`config.mk`:
```
export PLATFORM = sky130hd
export DESIGN_NAME = decode_stage
export DESIGN_NICKNAME = d
export VERILOG_FILES = /design/src/rtl/decode_stage.sv
export SDC_FILE = /design/constraint.sdc
export NUM_CORES = 1
export LEC_CHECK = 0
export ABC_CLOCK_PERIOD_IN_PS = 2680
export BUFFER_PORTS_ARGS = -buffer_cell sky130_fd_sc_hd__buf_4
export CAP_MARGIN = 0
export CORE_MARGIN = 1.5
export CORE_UTILIZATION = 40
export CTS_CLUSTER_SIZE = 14
export DETAILED_ROUTE_END_ITERATION = 7
export PLACE_DENSITY = 0.63
export SETUP_SLACK_MARGIN = 0.5
export SYNTH_ARGS = -nofsm -noshare
export SYNTH_HDL_FRONTEND = slang
export SYNTH_SLANG_ARGS = --single-unit
export TNS_END_PERCENT = 5
```
`constraint.sdc`:
```
create_clock -name clk -period 2.68 [get_ports clk]
set_clock_uncertainty 0.1 [all_clocks]
set_input_delay 0.536 -clock clk [delete_from_list [all_inputs] [get_ports clk]]
set_output_delay 0.536 -clock clk [all_outputs]
set_load 0.02 [all_outputs]
```
`src/rtl/decode_stage.sv`:
```
// -----------------------------------------------------------------------------
// decode_stage
//   RV32I decode stage between fetch and execute. Takes one instruction per
//   in_valid/in_ready handshake, cracks fields and immediates, drives the
//   synchronous register file read ports, captures the operands a cycle later
//   and holds a decoded bundle for execute until out_ready.
//   A scoreboard of pending destination writes holds the instruction in DECODE
//   until every source register it uses has been retired by writeback.
//
//   Flow: IDLE -> DECODE (stall on hazard) -> READ -> VALID -> IDLE
//
// Ports
//   clk, rst_n           clock, asynchronous active-low reset
//   in_valid/in_ready    fetch handshake; in_instr, in_pc
//   rf_raddr1/2          register file read addresses (sampled by RF at the
//                        DECODE->READ edge, data returns on rf_rdata1/2)
//   wb_valid/addr/data   writeback retirement (clears scoreboard bit)
//   out_valid/out_ready  execute handshake; out_* decoded bundle
//
// Build option
//   WB_BYPASS_EN  when defined, a writeback retiring a pending source in the
//                 same cycle releases the stall and its data is forwarded into
//                 the operand, saving one cycle per hazard.
// -----------------------------------------------------------------------------
module decode_stage #(
  parameter int XLEN = 32,
  parameter int NREG = 32
) (
  input  logic            clk,
  input  logic            rst_n,
  input  logic            in_valid,
  output logic            in_ready,
  input  logic [31:0]     in_instr,
  input  logic [31:0]     in_pc,
  output logic [4:0]      rf_raddr1,
  output logic [4:0]      rf_raddr2,
  input  logic [XLEN-1:0] rf_rdata1,
  input  logic [XLEN-1:0] rf_rdata2,
  input  logic            wb_valid,
  input  logic [4:0]      wb_addr,
  input  logic [XLEN-1:0] wb_data,
  output logic            out_valid,
  input  logic            out_ready,
  output logic [31:0]     out_pc,
  output logic [6:0]      out_opcode,
  output logic [2:0]      out_funct3,
  output logic [6:0]      out_funct7,
  output logic [4:0]      out_rd,
  output logic            out_wen,
  output logic [XLEN-1:0] out_imm,
  output logic [XLEN-1:0] out_op1,
  output logic [XLEN-1:0] out_op2,
  output logic            out_illegal
);

  localparam logic [6:0] OP_REG    = 7'b0110011;
  localparam logic [6:0] OP_IMM    = 7'b0010011;
  localparam logic [6:0] OP_LOAD   = 7'b0000011;
  localparam logic [6:0] OP_JALR   = 7'b1100111;
  localparam logic [6:0] OP_STORE  = 7'b0100011;
  localparam logic [6:0] OP_BRANCH = 7'b1100011;
  localparam logic [6:0] OP_LUI    = 7'b0110111;
  localparam logic [6:0] OP_AUIPC  = 7'b0010111;
  localparam logic [6:0] OP_JAL    = 7'b1101111;

  typedef enum logic [1:0] {S_IDLE, S_DECODE, S_READ, S_VALID} state_t;

  state_t           state_q, state_d;
  logic [31:0]      instr_q, instr_d;
  logic [31:0]      pc_q, pc_d;
  logic [NREG-1:0]  sb_q, sb_d;

  logic [31:0]      out_pc_q, out_pc_d;
  logic [6:0]       out_opcode_q, out_opcode_d;
  logic [2:0]       out_funct3_q, out_funct3_d;
  logic [6:0]       out_funct7_q, out_funct7_d;
  logic [4:0]       out_rd_q, out_rd_d;
  logic             out_wen_q, out_wen_d;
  logic [XLEN-1:0]  out_imm_q, out_imm_d;
  logic [XLEN-1:0]  out_op1_q, out_op1_d;
  logic [XLEN-1:0]  out_op2_q, out_op2_d;
  logic             out_illegal_q, out_illegal_d;

  // ---------------------------------------------------------------------------
  // Field cracking of the latched instruction
  // ---------------------------------------------------------------------------
  logic [4:0]  rs1, rs2, rd;
  logic        use_rs1, use_rs2, has_rd, illegal, wen;
  logic [31:0] imm, imm_i, imm_s, imm_b, imm_u, imm_j;

  assign rs1 = instr_q[19:15];
  assign rs2 = instr_q[24:20];
  assign rd  = instr_q[11:7];

  assign imm_i = {{20{instr_q[31]}}, instr_q[31:20]};
  assign imm_s = {{20{instr_q[31]}}, instr_q[31:25], instr_q[11:7]};
  assign imm_b = {{19{instr_q[31]}}, instr_q[31], instr_q[7], instr_q[30:25],
                  instr_q[11:8], 1'b0};
  assign imm_u = {instr_q[31:12], 12'h000};
  assign imm_j = {{11{instr_q[31]}}, instr_q[31], instr_q[19:12], instr_q[20],
                  instr_q[30:21], 1'b0};

  always_comb begin
    use_rs1 = 1'b0;
    use_rs2 = 1'b0;
    has_rd  = 1'b0;
    illegal = 1'b0;
    imm     = '0;
    case (instr_q[6:0])
      OP_REG:                    begin use_rs1 = 1'b1; use_rs2 = 1'b1; has_rd = 1'b1; end
      OP_IMM, OP_LOAD, OP_JALR:  begin use_rs1 = 1'b1; has_rd = 1'b1; imm = imm_i; end
      OP_STORE:                  begin use_rs1 = 1'b1; use_rs2 = 1'b1; imm = imm_s; end
      OP_BRANCH:                 begin use_rs1 = 1'b1; use_rs2 = 1'b1; imm = imm_b; end
      OP_LUI, OP_AUIPC:          begin has_rd = 1'b1; imm = imm_u; end
      OP_JAL:                    begin has_rd = 1'b1; imm = imm_j; end
      default:                   illegal = 1'b1;
    endcase
  end

  assign wen = has_rd && (rd != 5'd0);

  // ---------------------------------------------------------------------------
  // Hazard check and optional writeback forwarding
  // ---------------------------------------------------------------------------
  logic            hit1, hit2, stall;
  logic [XLEN-1:0] op1_src, op2_src;

`ifdef WB_BYPASS_EN
  logic [XLEN-1:0] byp1_q, byp1_d, byp2_q, byp2_d;
  logic            byp1_vld_q, byp1_vld_d, byp2_vld_q, byp2_vld_d;

  // The RF samples its address at the same edge writeback writes it, so it
  // returns the old value; the retiring data is captured here instead.
  assign hit1 = wb_valid && (wb_addr == rs1);
  assign hit2 = wb_valid && (wb_addr == rs2);

  always_comb begin
    byp1_d     = byp1_q;
    byp2_d     = byp2_q;
    byp1_vld_d = byp1_vld_q;
    byp2_vld_d = byp2_vld_q;
    if (state_q == S_DECODE && !stall) begin
      byp1_vld_d = hit1;
      byp2_vld_d = hit2;
      byp1_d     = wb_data;
      byp2_d     = wb_data;
    end
  end

  always_ff @(posedge clk or negedge rst_n) begin
    if (!rst_n) begin
      byp1_q     <= '0;
      byp2_q     <= '0;
      byp1_vld_q <= 1'b0;
      byp2_vld_q <= 1'b0;
    end else begin
      byp1_q     <= byp1_d;
      byp2_q     <= byp2_d;
      byp1_vld_q <= byp1_vld_d;
      byp2_vld_q <= byp2_vld_d;
    end
  end

  assign op1_src = byp1_vld_q ? byp1_q : rf_rdata1;
  assign op2_src = byp2_vld_q ? byp2_q : rf_rdata2;
`else
  logic unused_wb_data;
  assign unused_wb_data = ^wb_data;
  assign hit1    = 1'b0;
  assign hit2    = 1'b0;
  assign op1_src = rf_rdata1;
  assign op2_src = rf_rdata2;
`endif

  // x0 is never pending, so only nonzero used sources can stall.
  assign stall = (use_rs1 && (rs1 != 5'd0) && sb_q[rs1] && !hit1) ||
                 (use_rs2 && (rs2 != 5'd0) && sb_q[rs2] && !hit2);

  // ---------------------------------------------------------------------------
  // Next-state / datapath
  // ---------------------------------------------------------------------------
  always_comb begin
    state_d       = state_q;
    instr_d       = instr_q;
    pc_d          = pc_q;
    sb_d          = sb_q;
    out_pc_d      = out_pc_q;
    out_opcode_d  = out_opcode_q;
    out_funct3_d  = out_funct3_q;
    out_funct7_d  = out_funct7_q;
    out_rd_d      = out_rd_q;
    out_wen_d     = out_wen_q;
    out_imm_d     = out_imm_q;
    out_op1_d     = out_op1_q;
    out_op2_d     = out_op2_q;
    out_illegal_d = out_illegal_q;

    case (state_q)
      S_IDLE: begin
        if (in_valid) begin
          instr_d = in_instr;
          pc_d    = in_pc;
          state_d = S_DECODE;
        end
      end
      S_DECODE: begin
        if (!stall) state_d = S_READ;
      end
      S_READ: begin
        out_pc_d      = pc_q;
        out_opcode_d  = instr_q[6:0];
        out_funct3_d  = instr_q[14:12];
        out_funct7_d  = instr_q[31:25];
        out_rd_d      = has_rd ? rd : 5'd0;
        out_wen_d     = wen;
        out_imm_d     = imm;
        out_op1_d     = (use_rs1 && (rs1 != 5'd0)) ? op1_src : '0;
        out_op2_d     = (use_rs2 && (rs2 != 5'd0)) ? op2_src : '0;
        out_illegal_d = illegal;
        state_d       = S_VALID;
      end
      S_VALID: begin
        if (out_ready) state_d = S_IDLE;
      end
      default: state_d = S_IDLE;
    endcase

    // Clear first so a same-edge set of the same bit wins.
    if (wb_valid) sb_d[wb_addr] = 1'b0;
    if (state_q == S_VALID && out_ready && out_wen_q) sb_d[out_rd_q] = 1'b1;
    sb_d[0] = 1'b0;
  end

  always_ff @(posedge clk or negedge rst_n) begin
    if (!rst_n) begin
      state_q       <= S_IDLE;
      instr_q       <= '0;
      pc_q          <= '0;
      sb_q          <= '0;
      out_pc_q      <= '0;
      out_opcode_q  <= '0;
      out_funct3_q  <= '0;
      out_funct7_q  <= '0;
      out_rd_q      <= '0;
      out_wen_q     <= 1'b0;
      out_imm_q     <= '0;
      out_op1_q     <= '0;
      out_op2_q     <= '0;
      out_illegal_q <= 1'b0;
    end else begin
      state_q       <= state_d;
      instr_q       <= instr_d;
      pc_q          <= pc_d;
      sb_q          <= sb_d;
      out_pc_q      <= out_pc_d;
      out_opcode_q  <= out_opcode_d;
      out_funct3_q  <= out_funct3_d;
      out_funct7_q  <= out_funct7_d;
      out_rd_q      <= out_rd_d;
      out_wen_q     <= out_wen_d;
      out_imm_q     <= out_imm_d;
      out_op1_q     <= out_op1_d;
      out_op2_q     <= out_op2_d;
      out_illegal_q <= out_illegal_d;
    end
  end

  // ---------------------------------------------------------------------------
  // Outputs
  // ---------------------------------------------------------------------------
  assign in_ready    = (state_q == S_IDLE) && rst_n;
  assign out_valid   = (state_q == S_VALID);
  assign rf_raddr1   = (state_q == S_DECODE && use_rs1) ? rs1 : 5'd0;
  assign rf_raddr2   = (state_q == S_DECODE && use_rs2) ? rs2 : 5'd0;
  assign out_pc      = out_pc_q;
  assign out_opcode  = out_opcode_q;
  assign out_funct3  = out_funct3_q;
  assign out_funct7  = out_funct7_q;
  assign out_rd      = out_rd_q;
  assign out_wen     = out_wen_q;
  assign out_imm     = out_imm_q;
  assign out_op1     = out_op1_q;
  assign out_op2     = out_op2_q;
  assign out_illegal = out_illegal_q;

endmodule

```
==> results of run 1 <==
==> worst register-to-register path: cells and delay by family, from the launching register on <==
kind                   cells  cell delay (ns)
buffers and inverters      1             0.27
multiplexers               3             0.81
AND/OR/NAND/NOR            1             0.05
flip-flops                 1             0.44
AO/OA/AOI/OAI              2             0.64
==> sequential cells by signal, indices dropped and copies added, names as in the netlist, 7 cells and up <==
name,flops
out_opcode,7
sb_q,31
out_pc,32
out_imm,32
instr_q,32
out_op1,32
out_funct7,7
pc_q,32
out_op2,32
==> cell families (layout without fill, tap and decap cells) <==
logic type | Yosys count | in the layout | share of synthesized area (%)
AO/OA/AOI/OAI | 213 | 213 | 10.8
adder cells (fa/ha/maj) | 5 | 5 | 0.593
buffers and inverters | 142 | 472 | 5.22
flip-flops | 249 | 249 | 59.1
multiplexers | 147 | 147 | 16.1
AND/OR/NAND/NOR | 189 | 189 | 8.20
==> Yosys cell counts (3+ instances only) <==
master	instances
nand2_1	99
inv_1	93
nand3b_1	6
a21oi_1	42
clkbuf_1	44
o22ai_1	19
o21ai_0	136
mux2_2	113
nand2b_1	7
nor2b_1	4
or3_1	4
nor3_1	3
and2_1	12
nor2_1	32
dfrtp_1	249
nand3_1	12
a22oi_1	7
mux2i_1	27
ha_1	5
mux4_2	6
==> power by group through the flow <==
stage,Combinational [mW],Clock (mW),Sequential [mW]
final,5.80,3.66,5.89
after detailed placement,5.74,0,5.94
after global routing,6.27,3.88,6.07
after CTS,5.79,3.76,5.91
after floorplan,2.79,0,6.48
after global placement,5.69,0,5.89
==> placed cells by master, fill, tap and decap left out, types with 6 or more instances in the layout <==
cell type,n
mux2i_1,27
o22ai_1,19
inv_1,93
and2_1,6
buf_4,320
clkbuf_16,27
nor2_1,28
clkbuf_8,8
and2_4,6
clkinv_2,10
mux4_2,6
nand2_1,97
nand2b_1,7
a22oi_1,7
o21ai_0,136
nand3_1,12
a21oi_1,42
dfrtp_1,244
nand3b_1,6
mux2_2,113
==> repair_timing <==
action	4_1_cts	5_1_grt
buffers inserted	1	4
pin swaps	4	2
endpoints found under the setup margin	64	104
hold buffers	1	0
hold endpoints to repair	2	0
gates resized for setup	14	11
==> area by class of cell <==
type | instances | share of cell area, %
clock buffer | 37 | 5.56
inverter | 93 | 2.45
tap | 335 | 2.94
timing repair buffer | 330 | 17.8
sequential | 249 | 43.7
multi-input combinational | 554 | 26.8
clock inverter | 12 | 0.623
==> routing by layer <==
layer	routed length (µm)	global-route usage (%)
met1	11900	26.5
met2	13500	33.5
met3	2770	6.24
met4	509	4.71
met5	0	0
==> per-stage QoR <==
step	instance area (µm²)	std cells	setup slack [ns]	total power [mW]
3_5_place_dp	13300	1555	0.281	11.7
4_1_cts	14200	1606	0.0956	15.5
3_3_place_gp	13300	1555	0.313	11.6
5_1_grt	14300	1610	0.0199	16.2
6_report	14300	1610	0.114	15.3
2_1_floorplan	10500	945	0.310	9.27
==> worst paths after layout <==
| check | slack (ns) | depth (start not counted) | endpoint | start |
|---|---|---|---|---|
| setup / recovery | 0.11 | 6 | rf_raddr1[1] | instr_q[4] |
| hold / removal | -0.03 | 2 | instr_q[1] | rst_n |
| setup reg to reg | 0.25 | 7 | state_q[1] | instr_q[15] |
| hold reg to reg | 0.40 | 1 | pc_q[31] | pc_q[31] |
| max in group asynchronous | 1.80 | 2 | out_op2[24] | rst_n |
| min in group clk | 0.10 | 3 | out_op2[3] | rf_rdata2[3] |
==> summary.md, run 1 <==
| Metric | Value |
|---|---|
| Status | finished with violations |
| Failing checks | negative hold slack |
| Final Slew Violations | 0 |
| Number of port buffers | 301 |
| WHS | -0.0269 ns |
| Largest net degree at the start of global routing | ~140 |
| Critical path, cell by cell | and3b_1, o21ai_0, buf_4, nor2_4, and2_1, buf_4 |
| Placement row count | 59 |
| Sequential share of the synthesized area | approximately three fifths |
| CP top delay family | simple AND/OR/NAND/NOR gates |
| Bufs on Longest Clock Path | 3 |
| Register area | roughly 6200 µm² |
| CP required | 2.04 ns |
| Ys async rst share | between 90% and 100% |
| Buf/Inv on CP | 2 |
| DRC Markers | 0 |
| Net Sw Frac | 35.6% |
| Synth cell types | 39 |
| CTS tree | done |
| Number of buffers created by CTS | 27 |
| Initial antenna violation count | 0 |
| Sequential power share | 38.4% |
| Tmin final | about 2.6 ns |
| Synthesized area per cell | approximately 11 µm² |
| Chip width | 165 µm |
| Synth top area share | 59.1% |
| Crit path max fanout | 7 |
| Hold Path Class | input port to asynchronous set/reset pin |
| Cell taking the most area after synthesis | dfrtp_1 |
| Violation count after the first detailed-route iteration | ~540 |
| I/O Pins | 334 |
| Clock Power Share | about a quarter |
| Drt total wl | 28.7 mm |
| NetSw | 5.46 mW |
| Critical path capture point type | output port |
| Measured slew at the worst slew-check pin | approximately 0.89 ns |
| Clk_lat worst skew | 0.54 ns |
| Worst path slowest cell | dfrtp_2 |
| Critical path type | register to output port |
| Clock transition at the registers of the reported paths | roughly 0.060 ns |
| Arr. time, crit path | 1.93 ns |
| Fraction of layout cells with a size suffix above 1 | 40.7% |
| F_max | 390 MHz |
| Startpoint types | register |
| Nets | 1430 |
| Vias in the first global route | approximately 8000 |
| Final setup viols | 0 |
| Fill count | between 2000 and 2500 |
| Ratio of final minimum period to clock period | 95.7% |
| First-pass GRT wire length | ~44 mm |
| Total GRT Usage | 20.4% |
| Syn nets | ~1100 |
| Synth warn | 0 |
| Initial Util | 40.6% |
| Max cap viols | 0 |
| Number of routed nets with antenna violations | 0 |
| CP peak stage delay | 0.44 ns |
| Die area | around 27000 µm² |
| Peak VDD IR | ~750 µV |
| H-tree depth | 1 |
| Drt wl/cell | 17.8 µm |
| Pint | 9.89 mW |
| Antenna diodes | 0 |
| Area occupied by multi-input gates | 3830 µm² |
| LEAKAGE | 6.62 nW |
| Clock Tree Root | clkbuf_16 |
| RSZ-0062 raised after global routing | yes |
| DR pass1 iterations | 4 |
| Area Growth Syn to Fin | 35.3% |
| Clk sink count | 249 |
| Vias per cell | 4.97 |
| Pwr dens | around 1100 nW/µm² |
| Final hold violations | 11 |
| Placer congestion estimate | 0.833 |
| Combinational share of power | 37.8% |
| Seq cells post-synth | 249 |
| Fin Setup TNS | 0 ns |
| Gr ovfl total | 0 |
| Cells after synthesis | 945 |
| Number of enable flip-flop cells after synthesis | 0 |
| HPWL Detailed | between 20 and 25 mm |
| Via Count | 8008 |
| Most used cell along the critical path | buf_4 |
| Die H | 165 µm |
| CORE AREA | 26000 µm² |
| Slew margin rel. | approximately 40% |
| Util after Layout | ~55% |
| Top cells by area, synth | dfrtp_1 (59%), mux2_2 (12%), o21ai_0 (6.5%) |
| Cell area after synthesis | 10500 µm² |
| Synth Flop Type | dfrtp_1 |
(Power assumes the default switching activity.)
==> run 2, diff against run 1 <==
Settings changed: CTS_BUF_LIST set to sky130_fd_sc_hd__clkbuf_8.
==> run 2 against run 1 <==
Net effect:
- the flow still finishes with violations (negative hold slack)
- combinational power is essentially flat
- clock power shrank 7.7%
- first-iteration DRC count shrank 2.4%
- die area is the same
- largest power group unchanged
- largest cell class unchanged
- worst setup slack gained 0.019 ns
- core utilization shrank 0.10 points
- critical path depth is the same
==> summary.md, run 2 (synthesis gave the netlist of run 1 again) <==
| Metric | Value |
|---|---|
| Status | finished with violations (unchanged) |
| Failing checks | negative hold slack (unchanged) |
| Area Growth Syn to Fin | 35.0% (was 35.3%) |
| Number of port buffers | 301 (unchanged) |
| Startpoint types | register (unchanged) |
| HPWL Detailed | 20.2 mm (unchanged) |
| Placement row count | 59 (unchanged) |
| Initial Util | 40.6% (unchanged) |
| Clock transition at the registers of the reported paths | 0.06 ns (about the same) |
| Die area | 27300 µm² (unchanged) |
| Critical path capture point type | output port (unchanged) |
| CTS tree | done (unchanged) |
| Vias in the first global route | 8115 (was 7953) |
| Final hold violations | 3 (was 11) |
| Commonest non-fill, non-tap cell in the layout | buf_4 (unchanged) |
| Crit path max fanout | 7 (unchanged) |
| Measured slew at the worst slew-check pin | 0.871 ns (was 0.886 ns) |
| Max cap viols | 0 (unchanged) |
| Fraction of layout cells with a size suffix above 1 | 40.8% (was 40.7%) |
| Vias per cell | 4.95 (was 4.97) |
| Antenna diodes | 0 (unchanged) |
| Largest net degree at the start of global routing | 144 (unchanged) |
| Fin Setup TNS | 0 ns (unchanged) |
| Total GRT Usage | 20.7% (was 20.4%) |
| Tmin final | 2.55 ns (was 2.57 ns) |
| WHS | -0.0138 ns (was -0.0269 ns) |
| Drt total wl | 28.8 mm (was 28.7 mm) |
| Violation count after the first detailed-route iteration | 523 (was 536) |
| Arr. time, crit path | 1.91 ns (was 1.93 ns) |
| DR pass1 iterations | 4 (unchanged) |
| Clock Tree Root | clkbuf_8 (was clkbuf_16) |
| Via Count | 8110 (was 8008) |
| Most frequent cells in the layout | buf_4 (321), dfrtp_1 (244), o21ai_0 (136) (was buf_4 (320), dfrtp_1 (244), o21ai_0 (136)) |
| Clk sink count | 249 (unchanged) |
| Number of buffers created by CTS | 43 (was 27) |
| Ratio of final minimum period to clock period | 95.0% (was 95.7%) |
| Pwr dens | 1060 nW/µm² (was 1080 nW/µm²) |
| DRC Markers | 0 (unchanged) |
| Placer congestion estimate | 0.833 (unchanged) |
| CORE AREA | 26000 µm² (unchanged) |
| Nets | 1446 (was 1430) |
| Number of routed nets with antenna violations | 0 (unchanged) |
| Die H | 165 µm (unchanged) |
| LEAKAGE | 6.68 nW (was 6.62 nW) |
| RSZ-0062 raised after global routing | yes (unchanged) |
| Slew margin rel. | 41.9% (was 40.9%) |
| Gr ovfl total | 0 (unchanged) |
| Hold Path Class | input port to asynchronous set/reset pin (unchanged) |
| Final Slew Violations | 0 (unchanged) |
| Clk_lat worst skew | 0.55 ns (was 0.54 ns) |
| Chip width | 165 µm (unchanged) |
| CP required | 2.04 ns (about the same) |
| H-tree depth | 2 (was 1) |
| I/O Pins | 334 (unchanged) |
| First-pass GRT wire length | 43.9 mm (was 43.6 mm) |
| F_max | 393 MHz (was 390 MHz) |
| Peak VDD IR | 737 µV (was 754 µV) |
| Critical path type | register to output port (unchanged) |
| Drt wl/cell | 17.6 µm (was 17.8 µm) |
| Final setup viols | 0 (unchanged) |
| Bufs on Longest Clock Path | 3 (unchanged) |
| Initial antenna violation count | 0 (unchanged) |
[run 2: cell count changes in the layout (fill, tap and decap cells not counted), sizes merged]
cell,before,now
clkinv,10,2
inv,94,113
bufinv,1,0
clkbuf,37,55
[run 2: critical path: stages, from the launching register on]
cell and delay (ns):
dfrtp_2 0.44, and3b_1 0.23, o21ai_0 0.08, buf_4 0.16, nor2_4 0.17, and2_4 0.17
buf_4 0.13
[run 2: final cells by class]
cell class | instances | area, µm²
fillers | 2323 | 11800
flip-flops and latches | 249 | 6240
multi-input cells | 554 | 3830
repair buffers | 330 | 2540
clock buffers | 55 | 757
well taps | 335 | 419
inverters | 93 | 349
clock inverters | 22 | 103
[run 2: per-layer routing]
| layer | up-vias | routed length, µm | global-route usage, % |
|---|---|---|---|
| li1 | 3865 | - | - |
| met1 | 3912 | 11800 | 26.0 |
| met2 | 279 | 13400 | 33.1 |
| met3 | 54 | 2990 | 7.72 |
| met4 | 0 | 646 | 6.41 |
| met5 | - | 0 | 0 |
[run 2: worst paths after layout]
path / depth (start not counted) / slack, ns / start / endpoint
worst max-delay path: 6 / 0.13 / instr_q[4] / rf_raddr1[1]
worst min-delay path: 2 / -0.01 / rst_n / instr_q[1]
worst min register to register: 1 / 0.40 / pc_q[12] / pc_q[12]
min in group clk: 3 / 0.09 / rf_rdata2[5] / out_op2[5]
worst max register to register: 7 / 0.25 / instr_q[15] / state_q[1]
max in group asynchronous: 2 / 1.85 / rst_n / out_op1[30]
[run 2: power breakdown]
part	internal [mW]	switching, mW
logic	2.74	3.05
registers	5.00	0.906
clock network	1.85	1.53
[run 2: stage by stage]
step	setup WS (ns)	area, µm²	util [%]	total power [mW]	cells
2_1_floorplan	0.310	10500	-	9.27	945
3_3_place_gp	0.313	13300	51.0	11.6	1555
3_5_place_dp	0.281	13300	51.0	11.7	1555
4_1_cts	0.0613	14200	54.6	15.2	1634
5_1_grt	0.00972	14200	54.8	16.0	1638
6_report	0.133	14200	54.8	15.1	1638
[run 2: what timing repair did]
item                       CTS  global route
setup endpoints to repair   64           104
gates cloned                 0             0
gates resized for setup     13            11
setup buffers                1             4
hold buffers                 1             0
pin swaps                    4             1
hold endpoints to repair     2             0
==> run 3, diff against run 2 <==
Settings changed: BUFFER_PORTS_ARGS -buffer_cell sky130_fd_sc_hd__buf_4 to -buffer_cell sky130_fd_sc_hd__clkbuf_2.
==> run 3 against run 2 <==
Net effect:
- the run now ends clean
- total power fell by 2.1%
- sequential cell count unchanged
- worst setup slack worse by 0.085 ns
- global-route usage fell by 0.12 points
- die area is the same
- non-clock buffer count unchanged
- core utilization down 2.2 points
- combinational power is 5.2% lower
- first-iteration DRC count down 13%
- design area decreased by 4.0%
- critical path type unchanged
- largest power group unchanged
==> summary.md, run 3 (synthesis gave the netlist of run 1 again) <==
| Metric | Value |
|---|---|
| Final Slew Violations | 0 (unchanged) |
| Slew margin rel. | 41.2% (was 41.9%) |
| Critical path type | register to output port (unchanged) |
| Initial antenna violation count | 0 (unchanged) |
| LEAKAGE | 6.48 nW (was 6.68 nW) |
| I/O Pins | 334 (unchanged) |
| Crit path max fanout | 6 (was 7) |
| Worst setup path start | instr_q[3] (was instr_q[4]) |
| F_max | 380 MHz (was 393 MHz) |
| Most frequent cells in the layout | clkbuf_2 (289), dfrtp_1 (242), o21ai_0 (134) (was buf_4 (321), dfrtp_1 (244), o21ai_0 (136)) |
| Drt total wl | 28.5 mm (was 28.8 mm) |
| Clock Tree Root | clkbuf_8 (unchanged) |
| WHS | 0.0738 ns (was -0.0138 ns) |
| Die area | 27300 µm² (unchanged) |
| Hold Path Class | input port to register (was input port to asynchronous set/reset pin) |
| Antenna diodes | 0 (unchanged) |
| Tot Pwr | 14.8 mW (was 15.1 mW) |
| CTS tree | done (unchanged) |
| Drt wl/cell | 17.5 µm (was 17.6 µm) |
| Min-delay src | rf_rdata2[1] |
| Commonest non-fill, non-tap cell in the layout | clkbuf_2 (was buf_4) |
| Gr ovfl total | 0 (unchanged) |
| Design area | 13700 µm² (was 14200 µm²) |
| Tmin final | 2.63 ns (was 2.55 ns) |
| Pwr dens | 1080 nW/µm² (was 1060 nW/µm²) |
| Final setup viols | 0 (unchanged) |
| Ratio of final minimum period to clock period | 98.2% (was 95.0%) |
| Clk_lat worst skew | 0.56 ns (was 0.55 ns) |
| Number of port buffers | 301 (unchanged) |
| Area occupied by multi-input gates | 3910 µm² (was 3830 µm²) |
| Dpl ws | 0.248 ns (was 0.281 ns) |
| HPWL Detailed | 19.8 mm (was 20.2 mm) |
| Peak VDD IR | 700 µV (was 737 µV) |
| Violation count after the first detailed-route iteration | 457 (was 523) |
| RR Startpoint | instr_q[15] (unchanged) |
| Final hold violations | 0 (was 3) |
| H-tree depth | 2 (unchanged) |
| Die H | 165 µm (unchanged) |
| RSZ-0062 raised after global routing | yes (unchanged) |
| Clock transition at the registers of the reported paths | 0.06 ns (about the same) |
| Fin Setup TNS | 0 ns (unchanged) |
| Via Count | 8176 (was 8110) |
| Bufs on Longest Clock Path | 3 (unchanged) |
| Setup WS post-layout | 0.0477 ns (was 0.133 ns) |
| Arr. time, crit path | 2.00 ns (was 1.91 ns) |
| Fin cells | 1632 (was 1638) |
| Max cap viols | 0 (unchanged) |
| Number of routed nets with antenna violations | 0 (unchanged) |
| Placer congestion estimate | 0.894 (was 0.833) |
| Initial Util | 40.6% (unchanged) |
| Largest net degree at the start of global routing | 159 (was 144) |
| Vias in the first global route | 8284 (was 8115) |
| Fill count | 2371 (was 2323) |
| Nets | 1446 (unchanged) |
| CP required | 2.04 ns (about the same) |
| DRC Markers | 0 (unchanged) |
| Vias per cell | 5.01 (was 4.95) |
| Total GRT Usage | 20.6% (was 20.7%) |
| Number of buffers created by CTS | 43 (unchanged) |
| Critical path capture point type | output port (unchanged) |
| CORE AREA | 26000 µm² (unchanged) |
| Measured slew at the worst slew-check pin | 0.882 ns (was 0.871 ns) |
| Fraction of layout cells with a size suffix above 1 | 42.6% (was 40.8%) |
| Util after Layout | 52.6% (was 54.8%) |
| First-pass GRT wire length | 43.8 mm (was 43.9 mm) |
| Clk sink count | 249 (unchanged) |
| Placement row count | 59 (unchanged) |
| Inst Count DP | 1556 (was 1555) |
| Startpoint types | register (unchanged) |
| DR pass1 iterations | 5 (was 4) |
| Chip width | 165 µm (unchanged) |
| Post-DP Area | 12600 µm² (was 13300 µm²) |
| Register area | 6240 µm² (about the same) |
| Area Growth Syn to Fin | 29.6% (was 35.0%) |
| Status | complete, no violations (was finished with violations) |
==> run 3: path summary, 6_finish.rpt <==
kind / end / slack [ns] / cells past startpoint
min in group asynchronous: out_wen / 0.54 / 3
worst min-delay path: out_op2[1] / 0.07 / 3
max in group asynchronous: out_op1[6] / 1.19 / 3
worst min register to register: pc_q[9] / 0.40 / 1
worst max register to register: state_q[1] / 0.26 / 7
worst max-delay path: rf_raddr2[2] / 0.05 / 5
==> run 3: worst max-delay path, stage by stage (launching register included) <==
cell      delay (ns)
dfrtp_1         0.37
nand3b_1        0.20
nor3b_2         0.29
and3_4          0.29
and2_4          0.18
buf_8           0.11
==> run 3: cell type report <==
type / instances / share of cell area, %
multi-input combinational: 554 / 28.6
clock buffer: 53 / 5.34
clock inverter: 18 / 0.815
inverter: 93 / 2.59
timing repair buffer: 330 / 13.9
sequential: 249 / 45.7
tap: 335 / 3.07
==> run 3: metal layers <==
layer | global-route usage (%) | share of wire, % | routed length (µm)
met1 | 25.7 | 41 | 11600
met2 | 34.0 | 48 | 13600
met3 | 6.62 | 9.7 | 2770
met4 | 6.25 | 2.1 | 601
met5 | 0 | 0 | 0
==> run 3: where the power goes <==
| part | switching [mW] | total (mW) | internal (mW) | leakage (nW) |
|---|---|---|---|---|
| clock network | 1.57 | 3.36 | 1.79 | 0.472 |
| logic | 3.10 | 5.49 | 2.39 | 2.82 |
| registers | 0.910 | 5.91 | 5.00 | 3.19 |
| total | 5.57 | 14.8 | 9.18 | 6.48 |
==> run 3: what timing repair did <==
item,CTS,global route
pin swaps,3,9
buffers inserted,3,1
resized for setup,16,68
endpoints found under the setup margin,35,88
hold buffers,1,0
hold endpoints to repair,91,0
